==> config.mk <==
export PLATFORM = sky130hd
export DESIGN_NAME = counter_step_gen
export DESIGN_NICKNAME = d
export VERILOG_FILES = /design/src/rtl/counter_step_gen.sv
export SDC_FILE = /design/constraint.sdc
export NUM_CORES = 1
export LEC_CHECK = 0
export ABC_AREA = 1
export CAP_MARGIN = 0
export CORE_AREA = 3 3 158 83
export DETAILED_ROUTE_END_ITERATION = 8
export DIE_AREA = 0 0 161 86
export GPL_TIMING_DRIVEN = 0
export PLACE_DENSITY_LB_ADDON = 0.3
export SLEW_MARGIN = 25
export SYNTH_ARGS = -nofsm -noshare
export SYNTH_HDL_FRONTEND = slang
export SYNTH_SLANG_ARGS = --single-unit
==> constraint.sdc <==
create_clock -name clk -period 6.2 [get_ports clk]
set_input_delay 1.55 -clock clk [delete_from_list [all_inputs] [get_ports clk]]
set_output_delay 1.55 -clock clk [all_outputs]
set_load 0.03 [all_outputs]
==> src/rtl/counter_step_gen.sv <==
`timescale 1ns/1ps
// counter_step_gen: input conditioning and step-clock generator feeding the
// 4-bit up/down/bounce counter.
//   clk        board clock, all logic on the rising edge
//   Reset      asynchronous, active-high reset
//   mode_raw   raw mode switch (1 = bounce, 0 = manual direction)
//   sw_raw     raw direction switch (1 = up, 0 = down)
//   pause_raw  raw pause push-button, active-high
//   div_sel    step-rate select, period = DIV_MAX >> div_sel (minimum 2)
//   step_clk   step clock, falling edge = one counter step
//   step_tick  one-cycle pulse coincident with the step_clk falling edge
//   mode_db    debounced mode_raw
//   sw_db      debounced sw_raw
//   running    1 = stepping enabled, 0 = paused
module counter_step_gen #(
    parameter int unsigned DIV_WIDTH       = 24,
    parameter int unsigned DIV_MAX         = 12500000,
    parameter int unsigned DB_WIDTH        = 16,
    parameter int unsigned DEBOUNCE_CYCLES = 50000
) (
    input  logic       clk,
    input  logic       Reset,
    input  logic       mode_raw,
    input  logic       sw_raw,
    input  logic       pause_raw,
    input  logic [1:0] div_sel,
    output logic       step_clk,
    output logic       step_tick,
    output logic       mode_db,
    output logic       sw_db,
    output logic       running
);

    localparam int unsigned NUM_IN    = 3;
    localparam int unsigned IDX_MODE  = 0;
    localparam int unsigned IDX_SW    = 1;
    localparam int unsigned IDX_PAUSE = 2;

    localparam logic [DIV_WIDTH-1:0] DIV_MAX_W  = DIV_WIDTH'(DIV_MAX);
    localparam logic [DIV_WIDTH-1:0] MIN_PERIOD = DIV_WIDTH'(2);
    localparam logic [DB_WIDTH-1:0]  DB_LAST    = DB_WIDTH'(DEBOUNCE_CYCLES - 1);

    // Effective period for a rate select: shifted base period, never below 2.
    function automatic logic [DIV_WIDTH-1:0] eff_period(input logic [1:0] sel);
        logic [DIV_WIDTH-1:0] p;
        p = DIV_MAX_W >> sel;
        if (p < MIN_PERIOD) begin
            p = MIN_PERIOD;
        end
        return p;
    endfunction

    logic [NUM_IN-1:0] raw_vec;
    logic [NUM_IN-1:0] db_vec;

    assign raw_vec = {pause_raw, sw_raw, mode_raw};

    // Per-input 2-FF synchronizer followed by a stable-count debouncer.
    for (genvar g = 0; g < NUM_IN; g++) begin : g_db
        logic                s1_q, s1_d;
        logic                s2_q, s2_d;
        logic                db_q, db_d;
        logic [DB_WIDTH-1:0] cnt_q, cnt_d;

        always_comb begin
            s1_d  = raw_vec[g];
            s2_d  = s1_q;
            db_d  = db_q;
            cnt_d = cnt_q;
            if (s2_q == db_q) begin
                // Agreement (or a bounce back) discards any partial count.
                cnt_d = '0;
            end else if (cnt_q == DB_LAST) begin
                cnt_d = '0;
                db_d  = s2_q;
            end else begin
                cnt_d = cnt_q + DB_WIDTH'(1);
            end
        end

        always_ff @(posedge clk or posedge Reset) begin
            if (Reset) begin
                s1_q  <= 1'b0;
                s2_q  <= 1'b0;
                db_q  <= 1'b0;
                cnt_q <= '0;
            end else begin
                s1_q  <= s1_d;
                s2_q  <= s2_d;
                db_q  <= db_d;
                cnt_q <= cnt_d;
            end
        end

        assign db_vec[g] = db_q;
    end

    logic                 pause_prev_q, pause_prev_d;
    logic                 running_q, running_d;
    logic                 init_q, init_d;
    logic [DIV_WIDTH-1:0] cnt_q, cnt_d;
    logic [DIV_WIDTH-1:0] period_q, period_d;
    logic                 step_clk_q, step_clk_d;
    logic                 step_tick_q, step_tick_d;
    logic                 pause_rise_c;
    logic [DIV_WIDTH-1:0] period_cur_c;
    logic [DIV_WIDTH-1:0] half_c;

    // Only a rising edge of the debounced button toggles the run state.
    assign pause_rise_c = db_vec[IDX_PAUSE] & ~pause_prev_q;

    // On the first edge after reset the period comes straight from div_sel.
    assign period_cur_c = init_q ? eff_period(div_sel) : period_q;
    assign half_c       = period_cur_c >> 1;

    // Pause toggle and prescaler; the prescaler sees the pre-toggle run state.
    always_comb begin
        pause_prev_d = db_vec[IDX_PAUSE];
        running_d    = running_q ^ pause_rise_c;
        init_d       = 1'b0;
        cnt_d        = cnt_q;
        period_d     = period_cur_c;
        step_clk_d   = step_clk_q;
        step_tick_d  = 1'b0;
        if (running_q) begin
            if (cnt_q == period_cur_c - DIV_WIDTH'(1)) begin
                cnt_d       = '0;
                step_tick_d = 1'b1;
                step_clk_d  = 1'b0;
                period_d    = eff_period(div_sel);
            end else begin
                cnt_d = cnt_q + DIV_WIDTH'(1);
                if (cnt_q == half_c - DIV_WIDTH'(1)) begin
                    step_clk_d = 1'b1;
                end
            end
        end
    end

    always_ff @(posedge clk or posedge Reset) begin
        if (Reset) begin
            pause_prev_q <= 1'b0;
            running_q    <= 1'b1;
            init_q       <= 1'b1;
            cnt_q        <= '0;
            period_q     <= MIN_PERIOD;
            step_clk_q   <= 1'b0;
            step_tick_q  <= 1'b0;
        end else begin
            pause_prev_q <= pause_prev_d;
            running_q    <= running_d;
            init_q       <= init_d;
            cnt_q        <= cnt_d;
            period_q     <= period_d;
            step_clk_q   <= step_clk_d;
            step_tick_q  <= step_tick_d;
        end
    end

    assign step_clk  = step_clk_q;
    assign step_tick = step_tick_q;
    assign mode_db   = db_vec[IDX_MODE];
    assign sw_db     = db_vec[IDX_SW];
    assign running   = running_q;

endmodule

* After elaboration in Yosys (flattened, before gate mapping)
Cells that the tools add are included.
Storage, ports and cells: bits in registers 110, latch bits 0, RAM bits 0, memory bits (read-only) 0, input bits 7, output and inout bits 5, logic and storage cells 61, memories kept 0
Operators by class: add/subtract/negate cells 6, multipliers 0, div/mod/pow operators 0, $lt $le $gt $ge 1, eq/ne operators 8, shift operators 1, mux-type cells 15, bitwise logic cells 6, reductions and logical operators 5
Operator list (number):
- 2-to-1 mux 24 bit | 5
- 2-to-1 mux 16 bit | 6
- adder 16 x 1 -> 16 bit (second input constant) | 3
- == test 16 bit (second input constant) | 3
- == test 24 bit | 2
- adder 24 x 1 -> 24 bit (second input constant) | 1
- < comparator 24 x 2 -> 1 bit (second input constant) | 1
- >> shifter 24 x 2 -> 24 bit (first input constant) | 1
- subtractor 23 x 1 -> 24 bit (second input constant) | 1
- subtractor 24 x 1 -> 24 bit (second input constant) | 1
- AND reduction 2 bit | 4
- 2-to-1 mux 1 bit | 4
- NOT 1 bit | 4
- == test 1 bit | 3
- nonzero test 2 bit | 1
- bitwise AND 1 bit | 1
- XOR 1 bit | 1

* Logic depth before layout (Yosys ltp)
depth in word-level cells 8, mapped depth 21

* Worst setup path before layout
OpenSTA, ideal clock, no wires.
path type in2reg, from input port div_sel[1], to register period_q[16], arrival 3.671 ns, setup slack 2.416 ns, cell stages on the path 20, cell sequence buf_2 nand2_1 nand2_2 nand2_1 ha_1 nand2_1 inv_1 nand3_2 nor2_2 nand2_1 nand2_1 nand2_1 nor2_1 nand3_1 nor2_4 nand3_2 inv_2 nand2_1 nand2_1 inv_1
On the way: longest elaborated chain between the ends 8
RTL lines:
- start: declaration | RTL line 26 | input logic [1:0] div_sel,
- >> shifter 24 x 2 -> 24 bit (*) | RTL line 46 | p = DIV_MAX_W >> sel;
- < comparator 24 x 2 -> 1 bit | RTL line 47 | if (p < MIN_PERIOD) begin
- 2-to-1 mux 24 bit (*) | RTL line 47
- 2-to-1 mux 24 bit | RTL line 113 | assign period_cur_c = init_q ? eff_period(div_sel) : period_q;
- subtractor 24 x 1 -> 24 bit | RTL line 126 | if (cnt_q == period_cur_c - DIV_WIDTH'(1)) begin
- == test 24 bit | RTL line 126
- 2-to-1 mux 24 bit | RTL line 126
- 2-to-1 mux 24 bit (*) | RTL line 125 | if (running_q) begin
- net period_d[16] | RTL line 102 | logic [DIV_WIDTH-1:0] period_q, period_d;
- end signal: assignment | RTL line 154 | period_q <= period_d;
- end: declaration | RTL line 102
The timed path passes the listed nets; every way through them passes the cells marked *. A chain may end at the register's enable or synchronous reset.

* Worst setup path in the final report
from input port div_sel[1], to register period_q[4]
Same word-level chain as after synthesis.

==> metrics.md <==
| Metric | Value |
|---|---|
| Core area | 11770 sq um |
| DRT iter0 DRCs | between 500 and 600 |
| Clock Latency Late Sink | 0.36 ns |
| First-pass DRT Iterations | 5 |
| Die area | 13850 sq um |
| Most Crowded Layer GR | met2 |
| Setup repair bufs after CTS | 0 |
| Combinational Power Share | 0.132 |
| Crit-path slowest cell | xor2_1 |
| Detailed-route via count | ~6.6k |
| DRC viols | 0 |
| Placer Congestion | ~1 |
| Most frequent CP cell | nand2_1 |
| GRT Resource Usage Total | 0.2761 |
| Clock tree sinks | 110 |
| Die height | approximately 86 microns |
| Setup Crit Path Kind | input port to flip-flop |
| TritonCTS Buffers | 9 |
| Initial antenna violation count | 0 |
| CP cell instances | buf_2 > nand2_1 > nand2_2 > nand2_1 > ha_1 > nand2_1 > inv_1 > nand3_2 > nor2_2 > nand3_1 > xor2_1 > nand3_1 > nor2_4 > nand3_2 > inv_2 > nand2_1 > nand2_1 > inv_1 |
| Post-synth top flop | dfrtp_1 |
| Max-slew headroom | 0.5974 |
| Final hold vios | 0 |
| Hold Crit Depth | 0 |
| I/O pin cnt | 12 |
| Reg-to-reg critical path endpoint | period_q[4]$_DFF_PP0_ |
| Die width | ~160 microns |
| Post-CTS Hold Fix Bufs | 0 |
| Port buffer count | 9 |
| Met2 GRT Util | 0.4557 |
| Number of buffers and inverters on the critical path | 4 |
| Max Freq | approximately 230 MHz |
| Yosys warning count | 0 |
| Leak | slightly below 4 nW |
| Area delta synth->final | 8.777% |
| Max rail drop VDD | around 0.00013 V |
| Synth area leaders | dfrtp_1, nand2_1, inv_1, nand3_1, xor2_1 |
| First-pass GRT wire length | just over 30000 microns |
| Area leader, netlist | dfrtp_1 |
| Critical path's top delay family | simple AND/OR/NAND/NOR gates |
| Mapped Cells | 1022 |
| Switching Fraction | 0.2973 |
| Min-Delay Endpoint | g_db[2].s2_q$_DFF_PP0_ |
| Crit path from | div_sel[1] |
| Share of post-route cells with drive strength above 1 | 0.07538 |
| Distinct cells, synth | 37 |
| Commonest non-fill, non-tap cell in the layout | nand2_1 |
| Detail Placement HPWL | approximately 14000 microns |
| Beginning of the worst register-to-register path | init_q$_DFF_PP1_ |
| Largest net degree at the start of global routing | 75 |
| Initial Utilization | 0.6092 |
| Maxcap violations | 0 |
| Clock transition at path regs | ~0.08 ns |
| Post-synth ARST share | 1.000 |
| Status | complete, no violations |
| Root buf cell | clkbuf_16 |
| Post-synth EDFFs | 0 |
| Seq/Total Area, Yosys | 0.3844 |
| Clock Path Buffers | 2 |
| Slew @ Worst Pin | 0.5993 ns |
| Crit Path Max Fanout | 10 |
| Reg power frac | 0.484 |
| Vias per inst | 5.422 |
| Post-Synthesis Net Count | approximately 1.0k |
| DRT antenna net count | 0 |
| Synthesized cell area | slightly above 7000 sq um |
| Vias in the first global route | around 6k |
| Proportion of power drawn by the clock network | 0.384 |
| Data required time of the worst path | 6.45 ns |
| Period minus WS final | around 4.3 ns |
| Flop-to-flop setup slack | ~2.5 ns |
| Worst Hold Class | flip-flop to flip-flop |
| CP Capture Type | flip-flop |
| Final-report setup violation count | 0 |
| Psw | ~0.00046 W |
| Seq cells post-synth | 110 |
| Grt total ovfl | 0 |
| Mean Syn Cell Area | around 7 sq um |
| Worst EP arrival | 4.57 ns |
| FP Rows | 28 |
| Hold Startpoint | g_db[2].s1_q$_DFF_PP0_ |
| Commonest cells after routing, fill and taps aside | nand2_1, inv_1, nor2_1, dfrtp_1, nand3_1 |
| Design area | between 7000 and 8000 sq um |
| Path depth of the worst reg2reg path | 17 |
| CTS tree | built |
| Ant. Diodes | 0 |
| RSZ-0062 raised after global routing | no |
| CTS HTree Levels | 3 |
| PD cells | a little under 200 nW/um^2 |
| Int Pwr | roughly 0.0011 W |
| Area after DPL | 7500 sq um |
| Final Max Tran Viols | 0 |
| Tcrit/Tclk final | 0.6968 |
| Drt total wl | between 15000 and 20000 microns |
| Routed WL per cell | between 15 and 20 microns |
| Net count, final | 1056 |
| Met1 usage | 0.3793 |
| Type of element launching the critical path | input port |
| Top cell type's share of synthesized area | 0.3734 |
| Post_cts resized | 0 |
| Met3 Resource Use GR | 0.06464 |
| Setup skew after layout | roughly 0.010 ns |
| Worst path max stage delay | 0.32 ns |
| Setup TNS | 0 ns |
==> sequential cells by signal, summed over array words and instances, names as in the netlist <==
signal	flops
sw_db	1
period_q	24
pause_prev_q	1
g_db.db_q	1
mode_db	1
g_db.s2_q	3
step_tick	1
init_q	1
step_clk	1
cnt_q	24
running	1
g_db.cnt_q	48
g_db.s1_q	3
==> per-layer routing <==
| metal | vias up | wire [microns] |
|---|---|---|
| met5 | - | 0 |
| met4 | 0 | 205 |
| met3 | 17 | 1440 |
| met2 | 214 | 8200 |
| met1 | 3087 | 8378 |
| li1 | 3259 | - |
==> power groups by stage <==
stage | Combinational, W | Sequential, W | Clock, W
finish | 0.000202 | 0.000743 | 0.000591
global route | 0.000226 | 0.000745 | 0.000635
CTS | 0.000200 | 0.000743 | 0.000604
detailed placement | 0.000198 | 0.000757 | 0
global placement | 0.000192 | 0.000757 | 0
floorplan | 0.000147 | 0.000755 | 0
==> stage by stage <==
step	utilization	cells	power, W	hold WS, ns	setup WS (ns)
final	0.6626	1213	0.001536	0.3549	1.880
after global routing	0.6626	1213	0.001607	0.3716	1.637
after CTS	0.6626	1213	0.001547	0.3574	2.006
after detailed placement	0.6371	1197	0.0009553	0.3371	1.666
after global placement	0.6344	1196	0.0009488	0.3351	0.1722
after floorplan	-	1022	0.0009019	0.3312	1.753
==> how the worst max path moves through the flow <==
stage	depth (start not counted)	to	slack, ns
after floorplan	1	cnt_q[0]$_DFFE_PP0P_	1.75
after global placement	2	cnt_q[23]$_DFFE_PP0P_	0.17
after detailed placement	18	period_q[4]$_DFF_PP0_	1.67
after CTS	18	period_q[4]$_DFF_PP0_	2.01
after global routing	20	period_q[4]$_DFF_PP0_	1.64
final	18	period_q[4]$_DFF_PP0_	1.88
==> synthesized netlist by cell type, types with 4 or more instances <==
cell	instances
inv_1	148
nand4_1	19
nand2_2	10
nor3b_1	12
dfrtp_1	107
nand3b_1	6
nor2_1	112
inv_2	8
or2_2	5
nor2_4	4
nor4_1	5
nand3_1	94
nor2_2	11
a21oi_1	20
buf_6	4
clkbuf_1	4
nand3_2	4
o21ai_0	32
ha_1	6
nor3_1	28
xor2_1	52
nand2_1	288
xnor2_1	13
==> worst register-to-register path, stage by stage (launching register included) <==
cell,delay (ns)
dfstp_2,0.62
buf_6,0.19
nand2_2,0.11
nand2_1,0.21
ha_1,0.28
nand2_1,0.11
inv_1,0.10
nand3_2,0.15
nor2_2,0.29
nand3_1,0.13
xor2_1,0.32
nand3_1,0.18
nor2_4,0.19
nand3_2,0.18
inv_2,0.23
nand2_1,0.16
nand2_1,0.11
inv_1,0.05
==> cell families after synthesis <==
family	share of synthesized area
other	0.0005230
AOI/OAI and AO/OA	0.04868
adders and majority gates	0.01047
xor gates and xnor gates	0.07939
buffers and inverters	0.09509
muxes	0.004711
and+or+nand+nor	0.3767
DFF	0.3844
==> final cells by class <==
cell class | instances | area [sq um]
flip-flops and latches | 110 | 2756
clock inverters | 7 | 75.07
plain buffers | 14 | 96.34
fillers | 1074 | 3971
clock buffers | 9 | 225.2
multi-input cells | 742 | 3732
repair buffers | 10 | 117.6
inverters | 156 | 590.6
well taps | 165 | 206.4
Power figures use the tool's default switching activity.
